[config.mk]
export PLATFORM = sky130hd
export DESIGN_NAME = opb_status_bank_simulink2ppc
export DESIGN_NICKNAME = d
export VERILOG_FILES = /design/src/rtl/opb_status_bank_simulink2ppc.sv
export SDC_FILE = /design/constraint.sdc
export NUM_CORES = 1
export LEC_CHECK = 0
export ABC_AREA = 1
export CAP_MARGIN = 20
export CORE_ASPECT_RATIO = 2
export CORE_UTILIZATION = 45
export DETAILED_ROUTE_END_ITERATION = 8
export GPL_ROUTABILITY_DRIVEN = 0
export PLACE_DENSITY = 0.83
export SLEW_MARGIN = 25
export SYNTH_ARGS = -nofsm -noshare
export SYNTH_HDL_FRONTEND = slang
export SYNTH_SLANG_ARGS = --single-unit
export TNS_END_PERCENT = 20
[constraint.sdc]
create_clock -name OPB_Clk -period 6.5 [get_ports OPB_Clk]
set_input_delay 1.3 -clock OPB_Clk [delete_from_list [all_inputs] [get_ports OPB_Clk]]
set_output_delay 1.3 -clock OPB_Clk [all_outputs]
set_load 0.01 [all_outputs]
[src/rtl/opb_status_bank_simulink2ppc.sv]
// opb_status_bank_simulink2ppc
//
// Purpose: bank of C_NUM_REGS 32-bit user status words, captured coherently
// into shadow registers on a single strobe, readable by the PPC over OPB
// together with a control word (freeze/clear) and a capture counter.
//
// Word map (offset from C_BASEADDR in 32-bit words):
//   0..C_NUM_REGS-1 : shadow[k]            (RO)
//   C_NUM_REGS      : CTRL bit0 freeze (RW), bit1 clear (W1 pulse, reads 0)
//   C_NUM_REGS+1    : CAPCNT               (RO)
//   other in-window : read 0, writes acked and ignored
//
// Ports:
//   OPB_Clk, OPB_Rst          clock, synchronous active-high reset
//   OPB_ABus/BE/DBus/RNW      OPB request (big-endian bit numbering)
//   OPB_select, OPB_seqAddr   transfer request; seqAddr ignored
//   Sl_DBus, Sl_xferAck       read data (0 unless acking a read), ack
//   Sl_errAck/retry/toutSup   tied 0
//   user_data_in, user_valid  channel k = bits [32k+31:32k], capture strobe
//
// Build option: define STATUS_STICKY_EN to make captures OR into the shadow
// registers (sticky flags) and to make a CTRL clear also zero the shadows.

module opb_status_bank_simulink2ppc #(
    parameter logic [31:0] C_BASEADDR   = 32'h01083100,
    parameter logic [31:0] C_HIGHADDR   = 32'h010831FF,
    parameter int          C_OPB_AWIDTH = 32,
    parameter int          C_OPB_DWIDTH = 32,
    parameter int          C_NUM_REGS   = 4,
    parameter              C_FAMILY     = "virtex6"
) (
    input  logic                      OPB_Clk,
    input  logic                      OPB_Rst,
    input  logic [0:C_OPB_AWIDTH-1]   OPB_ABus,
    input  logic [0:C_OPB_DWIDTH/8-1] OPB_BE,
    input  logic [0:C_OPB_DWIDTH-1]   OPB_DBus,
    input  logic                      OPB_RNW,
    input  logic                      OPB_select,
    input  logic                      OPB_seqAddr,
    output logic [0:C_OPB_DWIDTH-1]   Sl_DBus,
    output logic                      Sl_errAck,
    output logic                      Sl_retry,
    output logic                      Sl_toutSup,
    output logic                      Sl_xferAck,
    input  logic [C_NUM_REGS*32-1:0]  user_data_in,
    input  logic                      user_valid
);

    // state  | meaning
    // S_IDLE | waiting for a hit; request is registered on entry to S_ACK
    // S_ACK  | one-cycle acknowledge; read data driven, write committed
    // S_WAIT | transfer done, waiting for OPB_select to drop
    typedef enum logic [1:0] {
        S_IDLE = 2'd0,
        S_ACK  = 2'd1,
        S_WAIT = 2'd2
    } state_t;

    state_t      r_state;
    state_t      w_state_nxt;

    logic        w_hit;
    logic [31:0] w_offset;
    logic [29:0] r_word;
    logic        r_rnw;
    logic [1:0]  r_wbits;    // [1] clear, [0] freeze
    logic        r_be3;

    logic [31:0] r_shadow [C_NUM_REGS];
    logic        r_freeze;
    logic [31:0] r_capcnt;
    logic [31:0] w_rdata;

    logic        w_ctrl_wr;
    logic        w_clear;
    logic        w_capture;
    logic        w_unused_ok;

    assign w_hit    = OPB_select
                    && (32'(OPB_ABus) >= C_BASEADDR)
                    && (32'(OPB_ABus) <= C_HIGHADDR);
    assign w_offset = 32'(OPB_ABus) - C_BASEADDR;

    always_ff @(posedge OPB_Clk) begin
        if (OPB_Rst) begin
            r_state <= S_IDLE;
            r_word  <= '0;
            r_rnw   <= 1'b1;
            r_wbits <= '0;
            r_be3   <= 1'b0;
        end else begin
            r_state <= w_state_nxt;
            if (r_state == S_IDLE && w_hit) begin
                r_word  <= w_offset[31:2];
                r_rnw   <= OPB_RNW;
                r_wbits <= {OPB_DBus[C_OPB_DWIDTH-2], OPB_DBus[C_OPB_DWIDTH-1]};
                r_be3   <= OPB_BE[C_OPB_DWIDTH/8-1];
            end
        end
    end

    always_comb begin
        w_state_nxt = r_state;
        case (r_state)
            S_IDLE:  if (w_hit) w_state_nxt = S_ACK;
            S_ACK:   w_state_nxt = S_WAIT;
            S_WAIT:  if (!OPB_select) w_state_nxt = S_IDLE;
            default: w_state_nxt = S_IDLE;
        endcase
    end

    // Writes commit at the end of the ack cycle; freeze is sampled before
    // the write lands, so a capture in that same cycle uses the old freeze.
    assign w_ctrl_wr = (r_state == S_ACK) && !r_rnw && r_be3
                    && (r_word == 30'(C_NUM_REGS));
    assign w_clear   = w_ctrl_wr && r_wbits[1];
    assign w_capture = user_valid && !r_freeze;

    always_ff @(posedge OPB_Clk) begin
        if (OPB_Rst) begin
            for (int k = 0; k < C_NUM_REGS; k++) r_shadow[k] <= '0;
            r_freeze <= 1'b0;
            r_capcnt <= '0;
        end else begin
            if (w_ctrl_wr) r_freeze <= r_wbits[0];

            // A capture coinciding with a clear wins: fresh data, count 1.
            for (int k = 0; k < C_NUM_REGS; k++) begin
                if (w_capture) begin
`ifdef STATUS_STICKY_EN
                    r_shadow[k] <= (w_clear ? 32'd0 : r_shadow[k])
                                 | user_data_in[32*k +: 32];
`else
                    r_shadow[k] <= user_data_in[32*k +: 32];
`endif
                end
`ifdef STATUS_STICKY_EN
                else if (w_clear) begin
                    r_shadow[k] <= '0;
                end
`endif
            end

            if (w_capture)    r_capcnt <= w_clear ? 32'd1 : r_capcnt + 32'd1;
            else if (w_clear) r_capcnt <= '0;
        end
    end

    // Registers read combinationally during ACK, so the data is the state
    // at the end of the hit cycle; a capture during ACK lands afterwards.
    always_comb begin
        w_rdata = '0;
        for (int k = 0; k < C_NUM_REGS; k++) begin
            if (r_word == 30'(k)) w_rdata = r_shadow[k];
        end
        if (r_word == 30'(C_NUM_REGS))          w_rdata = {31'd0, r_freeze};
        else if (r_word == 30'(C_NUM_REGS + 1)) w_rdata = r_capcnt;
    end

    // Gated by reset so a transfer aborted in its ack cycle is never acked.
    assign Sl_xferAck = (r_state == S_ACK) && !OPB_Rst;
    assign Sl_DBus    = (Sl_xferAck && r_rnw) ? C_OPB_DWIDTH'(w_rdata) : '0;
    assign Sl_errAck  = 1'b0;
    assign Sl_retry   = 1'b0;
    assign Sl_toutSup = 1'b0;

    assign w_unused_ok = ^{OPB_seqAddr, OPB_BE, OPB_DBus, w_offset[1:0],
                           (C_FAMILY == "virtex6")};

endmodule

==> results.md <==
- The flow ran to the end, and the final reports show no timing, DRC or antenna violations.
- The post-route core utilization is a little under three fifths.
- Using the TritonRoute via totals, the vias-per-cell ratio works out to 5.366.
- The top achievable clock speed is 192.8 MHz.
- The critical path arrival is 3.89 ns.
- The critical setup path kind is register to output pin.
- The number of different library cells in the post-synthesis netlist is 35.
- The number of buffers and inverters on the critical path is 3.
- For hold timing, the worst endpoint is r_word[22].
- For this run, design rule violations remaining after detail routing come to 0.
- The worst setup slack before clock tree synthesis is 1.493 ns.
- After legalization and detailed placement, the total HPWL measured 20.50 mm.
- The cell taking the most area after synthesis is sky130_fd_sc_hd__edfxtp_1.
- For met3 alone, demand over resource in global routing was 3.949%.
- The worst hold path passes through 2 cells.
- The share of cells above drive strength 1 is approximately 6%.
- The CTS tree is built.
- During placement, the flow inserted port buffers numbering 200.
- The source-to-sink clock delay at the later pin of the worst-skew pair is 0.45 ns.
- After synthesis, the cell types taking the most area are sky130_fd_sc_hd__edfxtp_1 36%, sky130_fd_sc_hd__dfxtp_1 13%, sky130_fd_sc_hd__inv_1 9.4%.
- The global routing usage summed across all routing layers is 24.00%.
- The signal on the critical path passes through nor2_1 -> nand2_1 -> nor2_1 -> nand2_2 -> nor2_4 -> buf_4 -> nand4_1 -> buf_4 -> nand3_1 -> nand2_1 -> a21oi_1 -> clkdlybuf4s50_1.
- The type of the tightest min-delay check is register to register.
- The final count of negative-setup-slack endpoints is 0.
- The global-route wire length before repair is 45.91 mm.
- For this design the top-level I/O count stands at roughly 240.
- The number of gates resized after CTS is 0.
- CTS placed an instance of sky130_fd_sc_hd__clkbuf_16 at the clock tree root.
- The die height is 219.3 µm.
- Max-cap violations in this run came to 0.
- The first-iteration detailed-routing DRC count is between 900 and 1000.
- The met1 capacity usage during global routing is 24.64%.
- In this run the remaining antenna-violating nets after routing total 0.
- The final-layout fill cell count is 1977.
- The slowest cell on the critical path is sky130_fd_sc_hd__clkdlybuf4s50_1.
- The leakage dissipation is 5.548 nW.
- The cell row count is 79.
- The worst setup path is captured at an output pin.
- The critical hold path startpoint is r_word[22].
- Measured in cells, the most critical reg-to-reg path has a length of 4.
- In the layout the commonest cells are 266 x sky130_fd_sc_hd__inv_1, 252 x sky130_fd_sc_hd__nor2_1, 200 x sky130_fd_sc_hd__clkdlybuf4s50_1.
- The die covers approximately 24000 µm².
- The most utilized layer in the global route result is met2.
- In this run, CTS created clock tree buffers numbering 17.
- On the critical path the largest part of the delay comes from simple AND/OR/NAND/NOR gates.
- After detailed routing, the total wire length is ~29 mm.
- Dividing the final minimum period by the clock period gives 79.81%.
- The worst hold-check slack is 0.4750 ns.
- The synthesized instance count is 1386.
- CTS built an H-tree with a depth of 4.
- The placeable core area is 23230 µm².
- The largest fanout on the critical path is between 40 and 50.
- For flop-to-flop paths, the worst setup slack is between 3 and 4 ns.
- The met2 demand-to-capacity share in global routing is 44.82%.
- After detailed routing, the average wire length per cell comes to 15.63 µm.
- Power spread over the standard cell area amounts to 199.4 nW/µm².
- The initial cell density of the core is 45.73%.
- The leftover overflow at the end of global routing is 0.
- The endpoint of the worst register-to-register path is r_shadow[0][4].
- The number of hold violations in the final report is 0.
- The horizontal die dimension is 110.6 µm.
- In the final design database the tool counted about 1700 nets.
- Subtracting the final worst setup slack from the clock period gives just over 5 ns.
- Counting along the longest clock path gives a buffer depth of 2.
- The setup slack after layout is 1.312 ns.
- The most common library cell in the layout ignoring fill and taps is sky130_fd_sc_hd__inv_1.
- The relative max-transition margin is 33.65%.
- The total of warnings raised by yosys is 0.
- The startpoint type of the worst setup path is a register.
- Entering global routing, the biggest net connects 97 pins.
- The worst clock skew on the final layout is 0.008618 ns.
- The sequential cell area is 5225 µm².
- The number of hold buffers added after CTS was 0.
- The clock sink count is 197.
- After synthesis the cells add up to ~11000 µm².
- Summed over its instances, the top area cell type makes up 36.18% of the synthesized netlist area.
- The signed area change from the synthesized netlist to the final layout is 25.51%.
- The number of vias after detailed routing is 9873.
- The highest ir drop seen on vdd is 146.2 µV.
- After synthesis, flip-flops and latches occupy between 40 and 50% of the total area.
- Setup repair after global routing left no endpoint under its margin.
- The total of flip-flops plus latches after synthesis is 197.
- The endpoint required time on the critical path is roughly 5.2 ns.
- Dividing the synthesized area by the synthesized cell count gives 7.664 µm².
- The post-layout instance area is 13330 µm².
- Clock-pin slew was measured on the worst setup and hold paths at 0.07 ns.
- The buffer count from post-CTS setup fixing is 0.
- The number of antenna violations at the first check in global routing is 2.
- For the pin with the worst max-slew slack, the measured transition is 0.9953 ns.
- The launching point of the worst reg2reg path is r_freeze.
- Summed over all failing endpoints, the final setup total negative slack is 0 ns.
- The count of final max-slew check failures is 0.
- The pre-antenna-repair detailed-routing pass consisted of 5 iterations.
- The number of global-route vias before repair was 9409.
- The multi-input combinational cell area is 3961 µm².
- For this run, the slowest stage of the critical path takes 0.58 ns.
- Summing all placed instances gives a cell area of around 13000 µm².
## report_power, final
group          switching [W]  internal (W)  leakage [nW]
Clock               0.000499      0.000538         0.277
Sequential         0.0000160       0.00138          2.00
Combinational       0.000104      0.000120          3.27
## stage by stage
stage	cells	total power (W)
final	1840	0.002659
after detailed placement	1806	0.001649
after global placement	1806	0.001643
after CTS	1838	0.002666
after global routing	1840	0.002734
after floorplan	1388	0.001515
## routing by layer
metal	vias to the layer above	part of all wire, %
met4	0	5.6
met1	4502	36
met2	471	53
met3	104	5.9
li1	4796	-
met5	-	0
## cell usage after synthesis (all sizes together)
cell	count
nand3	112
o21ai	53
ha	3
a21boi	1
or2	2
xor2	5
nand4	56
edfxtp	128
buf	37
nor3	21
and2	1
conb	1
nand3b	3
nor4	1
o211ai	31
nor3b	2
a21oi	62
nand2	166
inv	294
o2111ai	32
clkbuf	43
and3	1
nor2	261
a211oi	1
dfxtp	69
## worst max-delay path by stage
stage	endpoint	from	slack, ns	depth (start not counted)
global placement	Sl_DBus[23]	OPB_Rst	1.51	9
global route	Sl_DBus[30]	r_word[22]	1.05	12
floorplan	r_shadow[0][0]	user_valid	1.52	3
detailed placement	Sl_DBus[24]	OPB_Rst	1.49	9
finish	Sl_DBus[30]	r_word[24]	1.31	12
CTS	Sl_DBus[30]	r_word[24]	1.30	12
## flip-flops by register name, summed over array words and instances, names as in the netlist
name and cells:
r_capcnt 32, r_wbits 2, r_freeze 1, r_rnw 1
r_shadow 128, r_be3 1, r_state 2, r_word 30
## cells by family (layout without fill, tap and decap cells)
family	count (synthesis)	in the layout	synth area share [%]
fa+ha+maj	3	3	0.3534
simple gates	626	626	25.77
buf+inv	374	541	13.85
compound gates	180	180	10.39
flops	197	197	49.19
xor+xnor	5	5	0.4122
other cells	1	5	0.03530
## worst register-to-register path, delay by kind of cell (launching register included)
kind | cells | cell delay, ns
buffers and inverters | 1 | 0.59
DFF | 1 | 0.34
and+or+nand+nor | 3 | 1.60
## area by class of cell
cell class | instances | area share (%)
sequential | 197 | 39.19
multi-input combinational | 817 | 29.71
timing repair buffer | 215 | 15.86
inverter | 294 | 8.277
clock buffer | 17 | 3.191
tap | 283 | 2.656
clock inverter | 15 | 1.079
antenna | 2 | 0.03754
(Power assumes the default switching activity.)
